<file path="src/rtl/cls_fault_mgr_if.sv">
// ============================================================================
// Module     : cls_fault_mgr_if
// Description: Fault/clear inputs and status outputs of the lockstep fault
//              manager, bundled with master (stimulus) and slave (DUT) views.
// Revision   : 1.0 - initial release
// ============================================================================
`default_nettype none

interface cls_fault_mgr_if;
    logic        fault;
    logic        sw_clr;
    logic        core_halt;
    logic        core_rst;
    logic [1:0]  state;
    logic [7:0]  fault_cnt;
    logic        fatal;
    logic        irq;
    logic [31:0] first_fault_ts;
    logic        ts_valid;

    modport master (
        output fault, sw_clr,
        input  core_halt, core_rst, state, fault_cnt, fatal, irq,
               first_fault_ts, ts_valid
    );

    modport slave (
        input  fault, sw_clr,
        output core_halt, core_rst, state, fault_cnt, fatal, irq,
               first_fault_ts, ts_valid
    );
endinterface

`default_nettype wire

</file>
<file path="src/rtl/cls_fault_mgr.sv">
// ============================================================================
// Module     : cls_fault_mgr
// Description: Triple-core lockstep fault manager: retry via core reset and
//              settle window, lockout after MAX_RETRY, optional first-fault
//              timestamp enabled by macro CLS_FAULT_LOG_EN.
// Revision   : 1.0 - initial release
// ============================================================================
`default_nettype none

module cls_fault_mgr #(
    parameter int RST_CYCLES   = 16,
    parameter int CLEAN_CYCLES = 8,
    parameter int MAX_RETRY    = 3
) (
    input  wire logic          clk,
    input  wire logic          rst,
    cls_fault_mgr_if.slave     s_if
);

    typedef enum logic [1:0] {
        ST_RUN    = 2'd0,
        ST_RESET  = 2'd1,
        ST_SETTLE = 2'd2,
        ST_LOCKED = 2'd3
    } state_t;

    localparam logic [7:0] c_rst_last   = 8'(RST_CYCLES - 1);
    localparam logic [7:0] c_clean_last = 8'(CLEAN_CYCLES - 1);
    localparam logic [3:0] c_max_retry  = 4'(MAX_RETRY);

    state_t      r_state;
    state_t      w_next_state;
    logic [3:0]  r_retry_cnt;
    logic [3:0]  w_retry_base;
    logic [3:0]  w_next_retry;
    logic [7:0]  r_rst_cnt;
    logic [7:0]  r_clean_cnt;
    logic [7:0]  r_fault_cnt;
    logic        r_irq;
    logic        r_core_halt;
    logic        r_core_rst;
    logic        r_fatal;
    logic        w_accept;

    assign w_accept     = s_if.fault && ((r_state == ST_RUN) || (r_state == ST_SETTLE));
    // A clear coincident with a fault takes effect before the retry decision.
    assign w_retry_base = s_if.sw_clr ? 4'd0 : r_retry_cnt;

    always_comb begin
        w_next_state = r_state;
        w_next_retry = w_retry_base;
        if (w_accept) begin
            if (w_retry_base < c_max_retry) begin
                w_next_retry = w_retry_base + 4'd1;
                w_next_state = ST_RESET;
            end else begin
                w_next_state = ST_LOCKED;
            end
        end else begin
            case (r_state)
                ST_RESET:  if (r_rst_cnt == c_rst_last)     w_next_state = ST_SETTLE;
                ST_SETTLE: if (r_clean_cnt == c_clean_last) w_next_state = ST_RUN;
                ST_LOCKED: if (s_if.sw_clr)                 w_next_state = ST_RUN;
                default:   w_next_state = r_state;
            endcase
        end
    end

    // Outputs are registered from the next state so they change together with state.
    always_ff @(posedge clk or posedge rst) begin
        if (rst) begin
            r_state     <= ST_RUN;
            r_retry_cnt <= 4'd0;
            r_rst_cnt   <= 8'd0;
            r_clean_cnt <= 8'd0;
            r_fault_cnt <= 8'd0;
            r_irq       <= 1'b0;
            r_core_halt <= 1'b0;
            r_core_rst  <= 1'b0;
            r_fatal     <= 1'b0;
        end else begin
            r_state     <= w_next_state;
            r_retry_cnt <= w_next_retry;
            r_rst_cnt   <= ((r_state == ST_RESET) && (w_next_state == ST_RESET))
                           ? r_rst_cnt + 8'd1 : 8'd0;
            r_clean_cnt <= ((r_state == ST_SETTLE) && (w_next_state == ST_SETTLE))
                           ? r_clean_cnt + 8'd1 : 8'd0;
            if (w_accept && (r_fault_cnt != 8'hFF)) begin
                r_fault_cnt <= r_fault_cnt + 8'd1;
            end
            r_irq       <= w_accept;
            r_core_halt <= (w_next_state == ST_RESET) || (w_next_state == ST_LOCKED);
            r_core_rst  <= (w_next_state == ST_RESET);
            r_fatal     <= (w_next_state == ST_LOCKED);
        end
    end

    assign s_if.state     = r_state;
    assign s_if.core_halt = r_core_halt;
    assign s_if.core_rst  = r_core_rst;
    assign s_if.fatal     = r_fatal;
    assign s_if.irq       = r_irq;
    assign s_if.fault_cnt = r_fault_cnt;

`ifdef CLS_FAULT_LOG_EN
    logic [31:0] r_cycle_cnt;
    logic [31:0] r_first_ts;
    logic        r_ts_valid;

    always_ff @(posedge clk or posedge rst) begin
        if (rst) begin
            r_cycle_cnt <= 32'd0;
            r_first_ts  <= 32'd0;
            r_ts_valid  <= 1'b0;
        end else begin
            r_cycle_cnt <= r_cycle_cnt + 32'd1;
            if (w_accept && !r_ts_valid) begin
                r_first_ts <= r_cycle_cnt;
                r_ts_valid <= 1'b1;
            end
        end
    end

    assign s_if.first_fault_ts = r_first_ts;
    assign s_if.ts_valid       = r_ts_valid;
`else
    assign s_if.first_fault_ts = 32'd0;
    assign s_if.ts_valid       = 1'b0;
`endif

endmodule

`default_nettype wire

</file>
<file path="src/flat_wrapper.sv">
// flat-port wrapper written by rule: the top's interface ports become plain ports
module cls_fault_mgr_flat 
#(
    parameter int RST_CYCLES   = 16,
    parameter int CLEAN_CYCLES = 8,
    parameter int MAX_RETRY    = 3
)
  (clk, rst, s_if_fault, s_if_sw_clr, s_if_core_halt, s_if_core_rst, s_if_state, s_if_fault_cnt, s_if_fatal, s_if_irq, s_if_first_fault_ts, s_if_ts_valid);
  cls_fault_mgr_if s_if_i ();
  input  wire logic clk;
  input  wire logic rst;
  input wire logic [$bits(s_if_i.fault)-1:0] s_if_fault;
  input wire logic [$bits(s_if_i.sw_clr)-1:0] s_if_sw_clr;
  output wire logic [$bits(s_if_i.core_halt)-1:0] s_if_core_halt;
  output wire logic [$bits(s_if_i.core_rst)-1:0] s_if_core_rst;
  output wire logic [$bits(s_if_i.state)-1:0] s_if_state;
  output wire logic [$bits(s_if_i.fault_cnt)-1:0] s_if_fault_cnt;
  output wire logic [$bits(s_if_i.fatal)-1:0] s_if_fatal;
  output wire logic [$bits(s_if_i.irq)-1:0] s_if_irq;
  output wire logic [$bits(s_if_i.first_fault_ts)-1:0] s_if_first_fault_ts;
  output wire logic [$bits(s_if_i.ts_valid)-1:0] s_if_ts_valid;
  assign s_if_i.fault = s_if_fault;
  assign s_if_i.sw_clr = s_if_sw_clr;
  assign s_if_core_halt = s_if_i.core_halt;
  assign s_if_core_rst = s_if_i.core_rst;
  assign s_if_state = s_if_i.state;
  assign s_if_fault_cnt = s_if_i.fault_cnt;
  assign s_if_fatal = s_if_i.fatal;
  assign s_if_irq = s_if_i.irq;
  assign s_if_first_fault_ts = s_if_i.first_fault_ts;
  assign s_if_ts_valid = s_if_i.ts_valid;
  cls_fault_mgr #(.RST_CYCLES(RST_CYCLES), .CLEAN_CYCLES(CLEAN_CYCLES), .MAX_RETRY(MAX_RETRY)) u_core (.clk(clk), .rst(rst), .s_if(s_if_i));
endmodule
</file>
<file path="config.mk">
export PLATFORM = sky130hd
export DESIGN_NAME = cls_fault_mgr_flat
export DESIGN_NICKNAME = d
export VERILOG_FILES = /design/src/rtl/cls_fault_mgr_if.sv /design/src/rtl/cls_fault_mgr.sv /design/src/flat_wrapper.sv
export SDC_FILE = /design/constraint.sdc
export NUM_CORES = 1
export LEC_CHECK = 0
export BUFFER_PORTS_ARGS = -buffer_cell sky130_fd_sc_hd__buf_2
export CAP_MARGIN = 20
export CORE_ASPECT_RATIO = 1.4
export CORE_MARGIN = 3
export CORE_UTILIZATION = 55
export CTS_CLUSTER_DIAMETER = 120
export DETAILED_ROUTE_END_ITERATION = 7
export PLACE_DENSITY = 0.89
export SLEW_MARGIN = 0
export SYNTH_ARGS = -nofsm -noshare
export SYNTH_HDL_FRONTEND = slang
export SYNTH_SLANG_ARGS = --single-unit
</file>
<file path="constraint.sdc">
create_clock -name clk -period 2.8 [get_ports clk]
set_input_delay 0.14 -clock clk [delete_from_list [all_inputs] [get_ports clk]]
set_output_delay 0.14 -clock clk [all_outputs]
set_load 0.02 [all_outputs]
</file>
# ---- Word-level counts from Yosys, hierarchy flattened
# Index checks and enable logic that the tools add are counted.
dict set report op_classes {
  muxes 11
  n_reduce_logical 7
  add_sub_neg 4
  n_eq_ne 9
  magnitude_cmp 1
}
# cell n
set ops {}
lappend ops {{8-bit by 1-bit adder with 8-bit output, second input constant} 3}
lappend ops {{8-bit 2-to-1 mux} 2}
lappend ops {{4-bit 2-to-1 mux} 3}
lappend ops {{2-bit 2-to-1 mux} 5}
lappend ops {{2-bit == test, second input constant} 4}
lappend ops {{8-bit by 3-bit == test with 1-bit output, second input constant} 1}
lappend ops {{8-bit by 4-bit == test with 1-bit output, second input constant} 1}
lappend ops {{8-bit != test, second input constant} 1}
lappend ops {{2-bit one-hot mux with 3 select lines} 1}
lappend ops {{4-bit by 1-bit adder with 4-bit output, second input constant} 1}
lappend ops {{2-bit by 1-bit == test with 1-bit output, second input constant} 2}
lappend ops {{1-bit logical AND} 4}
lappend ops {{4-bit by 2-bit less-than comparator with 1-bit output, second input constant} 1}
lappend ops {{2-bit logical NOT} 1}
lappend ops {{1-bit logical OR} 2}
dict set report word_totals {
  out_inout_bits 47
  ff_bits 34
  word_cells 41
}

# ---- Logic depth before layout (Yosys ltp)
# Gate-level depths: netlist (run 1).
dict set report depth {
  depth_word 7
  ltp_mapped 6
  depth_no_buf 5
}

# ---- Worst setup path before layout (run 1)
# OpenSTA, ideal clock, no wires.
dict set report synth_path {
  path_kind {reg2reg}
  from {register u_core.r_fault_cnt[4], in the netlist u_core.s_if.fault_cnt[4]}
  to {register u_core.r_fault_cnt[1], in the netlist u_core.s_if.fault_cnt[1]}
  arrival_ns 1.587
  required_ns 2.675
  slack_ns 1.088
  stages_incl_launch_ff 6
  synth_period_minus_slack_ns 1.712
  path_cell_list {dfrtp_1 > and3_1 > clkbuf_1 > and3_1 > a31oi_1 > mux2_2}
}
dict set report synth_via {
  elab_chain_len 2
}
# element line
set synth_rtl {}
lappend synth_rtl {{start: declaration} cls_fault_mgr.sv:38} ;# logic [7:0] r_fault_cnt;
lappend synth_rtl {{start signal: assignment} cls_fault_mgr.sv:89} ;# r_fault_cnt <= r_fault_cnt + 8'd1;
lappend synth_rtl {{8-bit != test} cls_fault_mgr.sv:88} ;# if (w_accept && (r_fault_cnt != 8'hFF)) begin
lappend synth_rtl {{1-bit logical AND} cls_fault_mgr.sv:88}
# Every way passes these cells.
# A chain may end at the register's enable or synchronous reset.

# ---- Worst setup path in the final report (run 1)
dict set report layout_path {
  from {register u_core.r_clean_cnt[3]}
  to {register u_core.r_state[1], in the netlist u_core.s_if.state[1]}
}
dict set report layout_via {
  elab_chain_len 4
}
# element line
set layout_rtl {}
lappend layout_rtl {{start: declaration} cls_fault_mgr.sv:37} ;# logic [7:0] r_clean_cnt;
lappend layout_rtl {{start signal: assignment} cls_fault_mgr.sv:86} ;# r_clean_cnt <= ((r_state == ST_SETTLE) && (w_next_state == ST_SETTLE))
lappend layout_rtl {{8-bit by 3-bit == test with 1-bit output} cls_fault_mgr.sv:62} ;# ST_SETTLE: if (r_clean_cnt == c_clean_last) w_next_state = ST_RUN;
lappend layout_rtl {{2-bit 2-to-1 mux} cls_fault_mgr.sv:62}
lappend layout_rtl {{2-bit one-hot mux with 3 select lines} cls_fault_mgr.sv:60} ;# case (r_state)
lappend layout_rtl {{2-bit 2-to-1 mux} cls_fault_mgr.sv:52} ;# if (w_accept) begin
lappend layout_rtl {{net u_core.w_next_state[1]} cls_fault_mgr.sv:32} ;# state_t w_next_state;
lappend layout_rtl {{end signal: assignment} cls_fault_mgr.sv:82} ;# r_state <= w_next_state;
lappend layout_rtl {{end: declaration} cls_fault_mgr.sv:31} ;# state_t r_state;
# The timed path passes the listed nets, and every way through them passes these cells.

==> metrics.txt, run 1 <==
gate count after technology mapping 171; post-synth cell types 33; Mean Syn Cell Area 10.2 sq um; fraction of layout cells with a size suffix above 1 0.161; clock buffer count from CTS 5; run status finished, final reports clean; DR WL/cell 12.1 microns; PortBufs 17; initial antenna violation count 0; CP Launch Type flip-flop; Final Util 0.623; Max VDD drop 0.000601 V; pin count of the biggest net entering global routing 35; All-Layer GR Usage 0.163; max-cap violations 0; WP data arrival 1.93 ns; IO Pins 51; Leak 0.000937 uW; Setup CP Type reg -> reg; Synth Cell Area 1750 sq um; clock power share 0.246; fin worst setup slack 1.03 ns; Die ar. 3910 sq um; share of the synthesized area in the top cell type 0.486; Detailed Route WL 2770 microns; crit-path leading delay family simple AND/OR/NAND/NOR gates; Vias/cell 4.92; routed vias 1132; Hold Violations, Final 0; worst path required time 2.97 ns; Slowest cell on crit path or4_4; Final HPWL DP 2070 microns; endpoints failing setup 0; clk sink count 34; post-route ant nets 0; CTS Buffer Depth 2; drt pass-1 iters 5; gr ovfl total 0; site row count 23; Hold WC Path Type in -> reg; most frequent cells in the layout 34 x dfrtp_1, 33 x conb_1, 17 x buf_2; Layout Cell Area excl Fill 1850 sq um; Worst Skew 0.00499 ns; first-pass GRT wire length 4570 microns; Die X 53.7 microns; clk slew on worst S/H paths 0.06 ns; sequential share of the synthesized area 0.486; placed cells 223; worst-path cell chain or4_4, o31ai_4, o21ai_2, or2_1; Die Ht 72.8 microns; Final Slew Violations 0; Worst setup EP type flip-flop; initial drt markers 29; Clock Tree Root clkbuf_8; NumNets Final 202; H-tree depth 2; NetSw 481 uW; sequential power share 0.479; Final Critical Period 1.77 ns; Comb pwr share 0.275; Sw Share 0.345; placed cell area 1760 sq um; yosys synthesis warning count 0; Internal Power 913 uW; commonest non-fill, non-tap cell in the layout dfrtp_1; critical path's largest stage delay 0.56 ns; Synth area leaders dfrtp_1 49%, buf_4 14%, xnor2_1 3.5%, xor2_1 3.5%, nor2_1 3.0%; Initial Util 0.591; Ant. Diodes 0; Power Density 754 nW/um^2; Skew-Pair Late Insertion Delay 0.28 ns; Yosys top cell by area dfrtp_1; CP Buf/Inv Count 0; Routability Congestion 0.758; RSZ-0062 raised after global routing no; setup TNS 0 ns; crit share post-route 0.631; vias in the first global route 1081; fmax 0.566 GHz; Final Non-Filler Cells 230; Remaining DRCs 0; dpl ws 1.03 ns; Layout area overhead 5.50%; CTS tree done; Core ar. 2960 sq um; worst-path fanout max 8; Synth Register Bits 34; layout filler cell count 240
-- registers in the layout (all words and copies together) (netlist names), 2 cells and up --
register	flops
u_core.r_clean_cnt	8
u_core.r_rst_cnt	8
u_core.s_if.fault_cnt	8
u_core.r_retry_cnt	4
u_core.s_if.state	2
-- layout make-up --
type                    instances  area [sq um]  share of cell area
clock buffers                   6          82.6              0.0447
inverters                       5          18.8              0.0102
multi-input cells             129           747               0.404
flip-flops and latches         34           851               0.460
well taps                      37          46.3              0.0251
repair buffers                 19           103              0.0555
-- worst paths after layout --
check	to	slack, ns	start	cells past startpoint
setup / recovery	u_core.s_if.state[1]$_DFF_PP0_	1.03	u_core.r_clean_cnt[3]$_DFF_PP0_	4
hold / removal	u_core.r_retry_cnt[2]$_DFF_PP0_	0.1	s_if_sw_clr	2
setup reg to reg	u_core.s_if.state[1]$_DFF_PP0_	1.03	u_core.r_clean_cnt[3]$_DFF_PP0_	4
hold reg to reg	u_core.r_rst_cnt[0]$_DFF_PP0_	0.46	u_core.r_rst_cnt[0]$_DFF_PP0_	1
max in group asynchronous	u_core.r_rst_cnt[1]$_DFF_PP0_	2.01	rst	4
min in group asynchronous	u_core.s_if.fault_cnt[3]$_DFFE_PP0P_	0.49	rst	4
-- logic make-up after synthesis --
group | share of synthesized area
buffers and inverters | 0.156
AND/OR/NAND/NOR | 0.167
XOR/XNOR | 0.0700
AO/OA/AOI/OAI | 0.0771
multiplexers | 0.0129
other | 0.00214
flip-flops | 0.486
adder cells (fa/ha/maj) | 0.0286
-- what timing repair did --
item	CTS	global route
gates resized for setup	0	0
hold buffers	1	0
endpoints found under the hold margin	34	0
setup buffers	0	0
setup endpoints to repair	0	0
-- cell usage after synthesis, drive strengths merged --
| cell type | n |
|---|---|
| a31oi | 4 |
| conb | 1 |
| nor2b | 5 |
| o21ai | 4 |
| buf | 33 |
| ha | 4 |
| dfrtp | 34 |
| xnor2 | 7 |
| a41oi | 1 |
| o31ai | 1 |
| nor2 | 14 |
| or3 | 3 |
| mux2 | 2 |
| and2 | 1 |
| and3 | 6 |
| inv | 5 |
| or2b | 1 |
| nand2 | 10 |
| nand2b | 3 |
| o22ai | 1 |
| a21oi | 5 |
| o21ba | 1 |
| o211ai | 1 |
| a21boi | 1 |
| or4 | 1 |
| nor3 | 1 |
| xor2 | 7 |
| clkbuf | 2 |
| nor3b | 1 |
| or2 | 1 |
| nor4 | 1 |
| nand3 | 9 |
-- worst register-to-register path, cell delays in order, from the launching register on --
cell and delay (ns):
dfrtp_1 0.42, or4_4 0.56, o31ai_4 0.37, o21ai_2 0.10
or2_1 0.21
-- per-layer routing --
| layer | wire length [microns] | vias up | track usage |
|---|---|---|---|
| li1 | - | 545 | - |
| met1 | 1090 | 550 | 0.181 |
| met2 | 1480 | 30 | 0.267 |
| met3 | 139 | 7 | 0.0491 |
| met4 | 56 | 0 | 0.0938 |
| met5 | 0 | - | 0 |
-- power by group through the flow --
stage	Clock, uW	Combinational (uW)	Sequential (uW)
final	343	383	668
after global routing	371	432	681
after CTS	354	388	668
after detailed placement	0	385	677
after global placement	0	372	669
after floorplan	0	256	728
-- metrics by stage --
stage	hold slack, ns	power (uW)
4_1_cts	0.0916	1410
2_1_floorplan	0.206	985
3_5_place_dp	0.257	1060
6_report	0.0993	1390
5_1_grt	0.112	1490
3_3_place_gp	0.243	1040
(Power assumes the default switching activity.)
==> run 2: changes to the inputs <==
Settings changed: CORE_UTILIZATION 55 to 46, PLACE_DENSITY 0.89 to 0.8.
Clock period 2.8 ns to 1.5 ns, I/O delays scaled along.
==> metrics.txt, run 2 (synthesis gave the netlist of run 1 again) <==
Ant. Diodes 0; CP Launch Type flip-flop; initial antenna violation count 0; placed cells 241; Final HPWL DP 2250 microns; worst-path fanout max 2; fin worst setup slack -0.0208 ns; fraction of layout cells with a size suffix above 1 0.257; clock buffer count from CTS 5; Routability Congestion 0.758; Remaining DRCs 0; Detailed Route WL 3050 microns; Clock Tree Root clkbuf_8; CTS tree done; DR WL/cell 12.2 microns; site row count 25; Power Density 1380 nW/um^2; max-cap violations 0; NumNets Final 217; Setup CP Type reg -> reg; Worst Skew 0.00465 ns; Final Critical Period 1.52 ns; Final Non-Filler Cells 250; All-Layer GR Usage 0.141; Leak 0.00103 uW; Max VDD drop 0.00109 V; PortBufs 17; CTS Buffer Depth 2; routed vias 1242; commonest non-fill, non-tap cell in the layout conb_1; crit share post-route 1.01; clk slew on worst S/H paths 0.07 ns; Core ar. 3500 sq um; PnR Total Power 2790 uW; Worst setup EP type flip-flop; worst path required time 1.67 ns; Initial Util 0.500; failing checks setup timing; Hold WC Path Type in -> reg; clk sink count 34; fmax 0.658 GHz; pin count of the biggest net entering global routing 35; Vias/cell 4.97; endpoints failing setup 1; Hold Violations, Final 0; Final Slew Violations 0; RSZ-0062 raised after global routing yes; most frequent cells in the layout 33 x conb_1, 32 x dfrtp_1, 17 x buf_2; H-tree depth 2; Die ar. 4600 sq um; dpl ws -0.0137 ns; Skew-Pair Late Insertion Delay 0.28 ns; WP data arrival 1.69 ns; first-pass GRT wire length 4960 microns; Die Ht 79.0 microns; gr ovfl total 0; post-route ant nets 0; Die X 58.2 microns; vias in the first global route 1148; initial drt markers 29; Final Util 0.578; drt pass-1 iters 4; Layout area overhead 15.6%; IO Pins 51; run status complete, but fails checks
## run 2: cell types whose count changed in the layout (fill, tap and decap cells not counted), sizes merged
cell	delta
buf	+15
clkbuf	+1
clkinv	+1
## run 2: routing by layer
metal,routed length (microns),up-vias,GRT usage
li1,-,576,-
met2,1700,35,0.252
met3,151,6,0.0341
met4,57,0,0.0626
met5,0,-,0
met1,1130,625,0.153
## run 2: worst max-delay path, cell delays in order, from the launching register on
cell and delay (ns):
dfrtp_1 0.39, or4_4 0.54, o31ai_4 0.20, o21ai_2 0.07, or2_1 0.20
## run 2: metrics by stage
stage	hold slack (ns)	setup TNS, ns	instance area, sq um
2_1_floorplan	0.141	-0.258	1880
4_1_cts	0.0184	-0.0216	1990
3_3_place_gp	0.125	0	1890
5_1_grt	0.0409	-0.391	2020
6_report	0.0324	-0.0208	2020
3_5_place_dp	0.131	-0.0137	1890
## run 2: final timing paths
check | end | slack, ns | cells after the start | startpoint
max | u_core.s_if.state[1]$_DFF_PP0_ | -0.02 | 4 | u_core.r_clean_cnt[3]$_DFF_PP0_
min | u_core.r_retry_cnt[2]$_DFF_PP0_ | 0.03 | 2 | s_if_sw_clr
max reg2reg | u_core.s_if.state[1]$_DFF_PP0_ | -0.02 | 4 | u_core.r_clean_cnt[3]$_DFF_PP0_
min reg2reg | u_core.r_rst_cnt[0]$_DFF_PP0_ | 0.46 | 1 | u_core.r_rst_cnt[0]$_DFF_PP0_
max in group asynchronous | u_core.s_if.fault_cnt[3]$_DFFE_PP0P_ | 0.95 | 4 | rst
min in group asynchronous | u_core.r_clean_cnt[6]$_DFF_PP0_ | 0.36 | 4 | rst
## run 2: timing repair
action / in CTS / in global routing
endpoints found under the hold margin: 34 / 0
buffers inserted: 0 / 0
resized for setup: 0 / 7
endpoints found under the setup margin: 1 / 19
hold buffers: 1 / 0
pin swaps: 0 / 2
## run 2: power breakdown
| group | switching (uW) | internal [uW] | leakage, uW |
|---|---|---|---|
| Combinational | 538 | 357 | 0.000540 |
| Sequential | 117 | 1100 | 0.000443 |
| Clock | 315 | 370 | 0.0000482 |
| Total | 970 | 1820 | 0.00103 |
## run 2: cell type report
class,count,area [sq um]
Clock buffer,7,86.3
Clock inverter,1,5.00
Fill cell,301,1480
Inverter,5,18.8
Multi-Input combinational cell,129,783
Sequential cell,34,853
Tap cell,40,50.0
Timing Repair Buffer,34,228
==> run 3: changes to the inputs <==
Settings changed: ABC_CLOCK_PERIOD_IN_PS set to 1500, CORE_ASPECT_RATIO 1.4 to 0.9, CTS_CLUSTER_DIAMETER 120 to 30.
==> metrics.txt, run 3 (synthesis gave the netlist of run 1 again) <==
Worst setup EP type flip-flop; Setup CP Type reg -> reg; post-route ant nets 0; Clock Tree Root clkbuf_8; first-pass GRT wire length 4840 microns; routed vias 1175; placed cells 244; site row count 20; RSZ-0062 raised after global routing yes; Hold Violations, Final 0; Vias/cell 4.63; pin count of the biggest net entering global routing 35; clk sink count 34; crit share post-route 1.01; Final Slew Violations 0; commonest non-fill, non-tap cell in the layout conb_1; endpoints failing setup 3; fraction of layout cells with a size suffix above 1 0.257; CTS Buffer Depth 2; All-Layer GR Usage 0.138; Max VDD drop 0.00115 V; layout filler cell count 312; CTS tree done; fmax 0.660 GHz; drt pass-1 iters 4; Die X 71.0 microns; Hold WC Path Type in -> reg; H-tree depth 2; dpl ws -0.0244 ns; Leak 0.00104 uW; IO Pins 51; Die Ht 64.5 microns; most frequent cells in the layout 33 x conb_1, 32 x dfrtp_1, 17 x buf_2; Die ar. 4590 sq um; DR WL/cell 11.9 microns; worst-path fanout max 7; worst path required time 1.66 ns; Worst Skew 0.00973 ns; clk slew on worst S/H paths 0.07 ns; Layout area overhead 17.4%; Final Non-Filler Cells 254; Final Critical Period 1.52 ns; max-cap violations 0; Initial Util 0.500; Detailed Route WL 3020 microns; clock buffer count from CTS 5; Remaining DRCs 0; WP data arrival 1.68 ns; WHS 0.0320 ns; initial antenna violation count 0; vias in the first global route 1083; PortBufs 17; failing checks setup timing; gr ovfl total 0; NumNets Final 217; run status complete, but fails checks; Final HPWL DP 2250 microns; Core ar. 3500 sq um; Power Density 1510 nW/um^2; fin worst setup slack -0.0156 ns; CP Launch Type flip-flop; Ant. Diodes 0; initial drt markers 63; Skew-Pair Late Insertion Delay 0.29 ns; Routability Congestion 0.844
==> run 3: cell count changes in the layout (fill, tap and decap cells not counted), sizes merged <==
cell	before	now
clkbuf	7	6
bufinv	0	2
clkinv	1	0
==> run 3: path summary, 6_finish.rpt <==
path                                            startpoint                                    to  slack (ns)  cells after the start
max                        u_core.r_clean_cnt[3]$_DFF_PP0_       u_core.r_clean_cnt[6]$_DFF_PP0_       -0.02                      4
min                                            s_if_sw_clr       u_core.r_retry_cnt[3]$_DFF_PP0_        0.03                      2
max reg2reg                u_core.r_clean_cnt[3]$_DFF_PP0_       u_core.r_clean_cnt[6]$_DFF_PP0_       -0.02                      4
min reg2reg                  u_core.r_rst_cnt[0]$_DFF_PP0_         u_core.r_rst_cnt[0]$_DFF_PP0_        0.46                      1
max in group asynchronous                              rst  u_core.s_if.fault_cnt[4]$_DFFE_PP0P_        0.77                      4
min in group asynchronous                              rst       u_core.r_retry_cnt[3]$_DFF_PP0_        0.41                      4
==> run 3: layout make-up <==
class	count	area, sq um	area share
Clock buffer	6	82.6	0.0401
Tap cell	44	55.1	0.0268
Multi-Input combinational cell	129	772	0.375
Clock inverter	2	60.1	0.0292
Timing Repair Buffer	34	215	0.105
Sequential cell	34	853	0.415
Inverter	5	18.8	0.00912
==> run 3: what timing repair did <==
item                       CTS  global route
resized for setup            0             5
hold endpoints to repair    34             0
hold buffers                 1             0
pin swaps                    0             1
buffers inserted             1             0
setup endpoints to repair    8            11
==> run 3: per-layer routing <==
layer	part of all wire	routed length [microns]	vias up	global-route usage
met2	0.47	1410	33	0.216
li1	-	-	579	-
met1	0.45	1360	557	0.170
met3	0.062	188	6	0.0434
met5	0	0	-	0
met4	0.021	62	0	0.0728
==> run 3: worst max-delay path, cell delays in order (launching register included) <==
cell and delay [ns]:
dfrtp_1 0.38, or4_4 0.55, o31ai_4 0.21, buf_4 0.20, a21oi_1 0.05
==> run 3: metrics by stage <==
| step | total power, uW | cell area, sq um | util | setup TNS (ns) |
|---|---|---|---|---|
| after global placement | 2050 | 1880 | 0.536 | 0 |
| after detailed placement | 2070 | 1880 | 0.536 | -0.0394 |
| after CTS | 3110 | 2040 | 0.582 | -0.0358 |
| after floorplan | 1850 | 1880 | - | -0.258 |
| final | 3100 | 2060 | 0.587 | -0.0284 |
| after global routing | 3280 | 2060 | 0.587 | -0.626 |
==> run 3: report_power, final <==
group / leakage (uW) / internal (uW) / switching [uW] / total (uW)
logic: 0.000523 / 331 / 518 / 849
clock network: 0.0000714 / 709 / 317 / 1030
registers: 0.000443 / 1100 / 128 / 1220
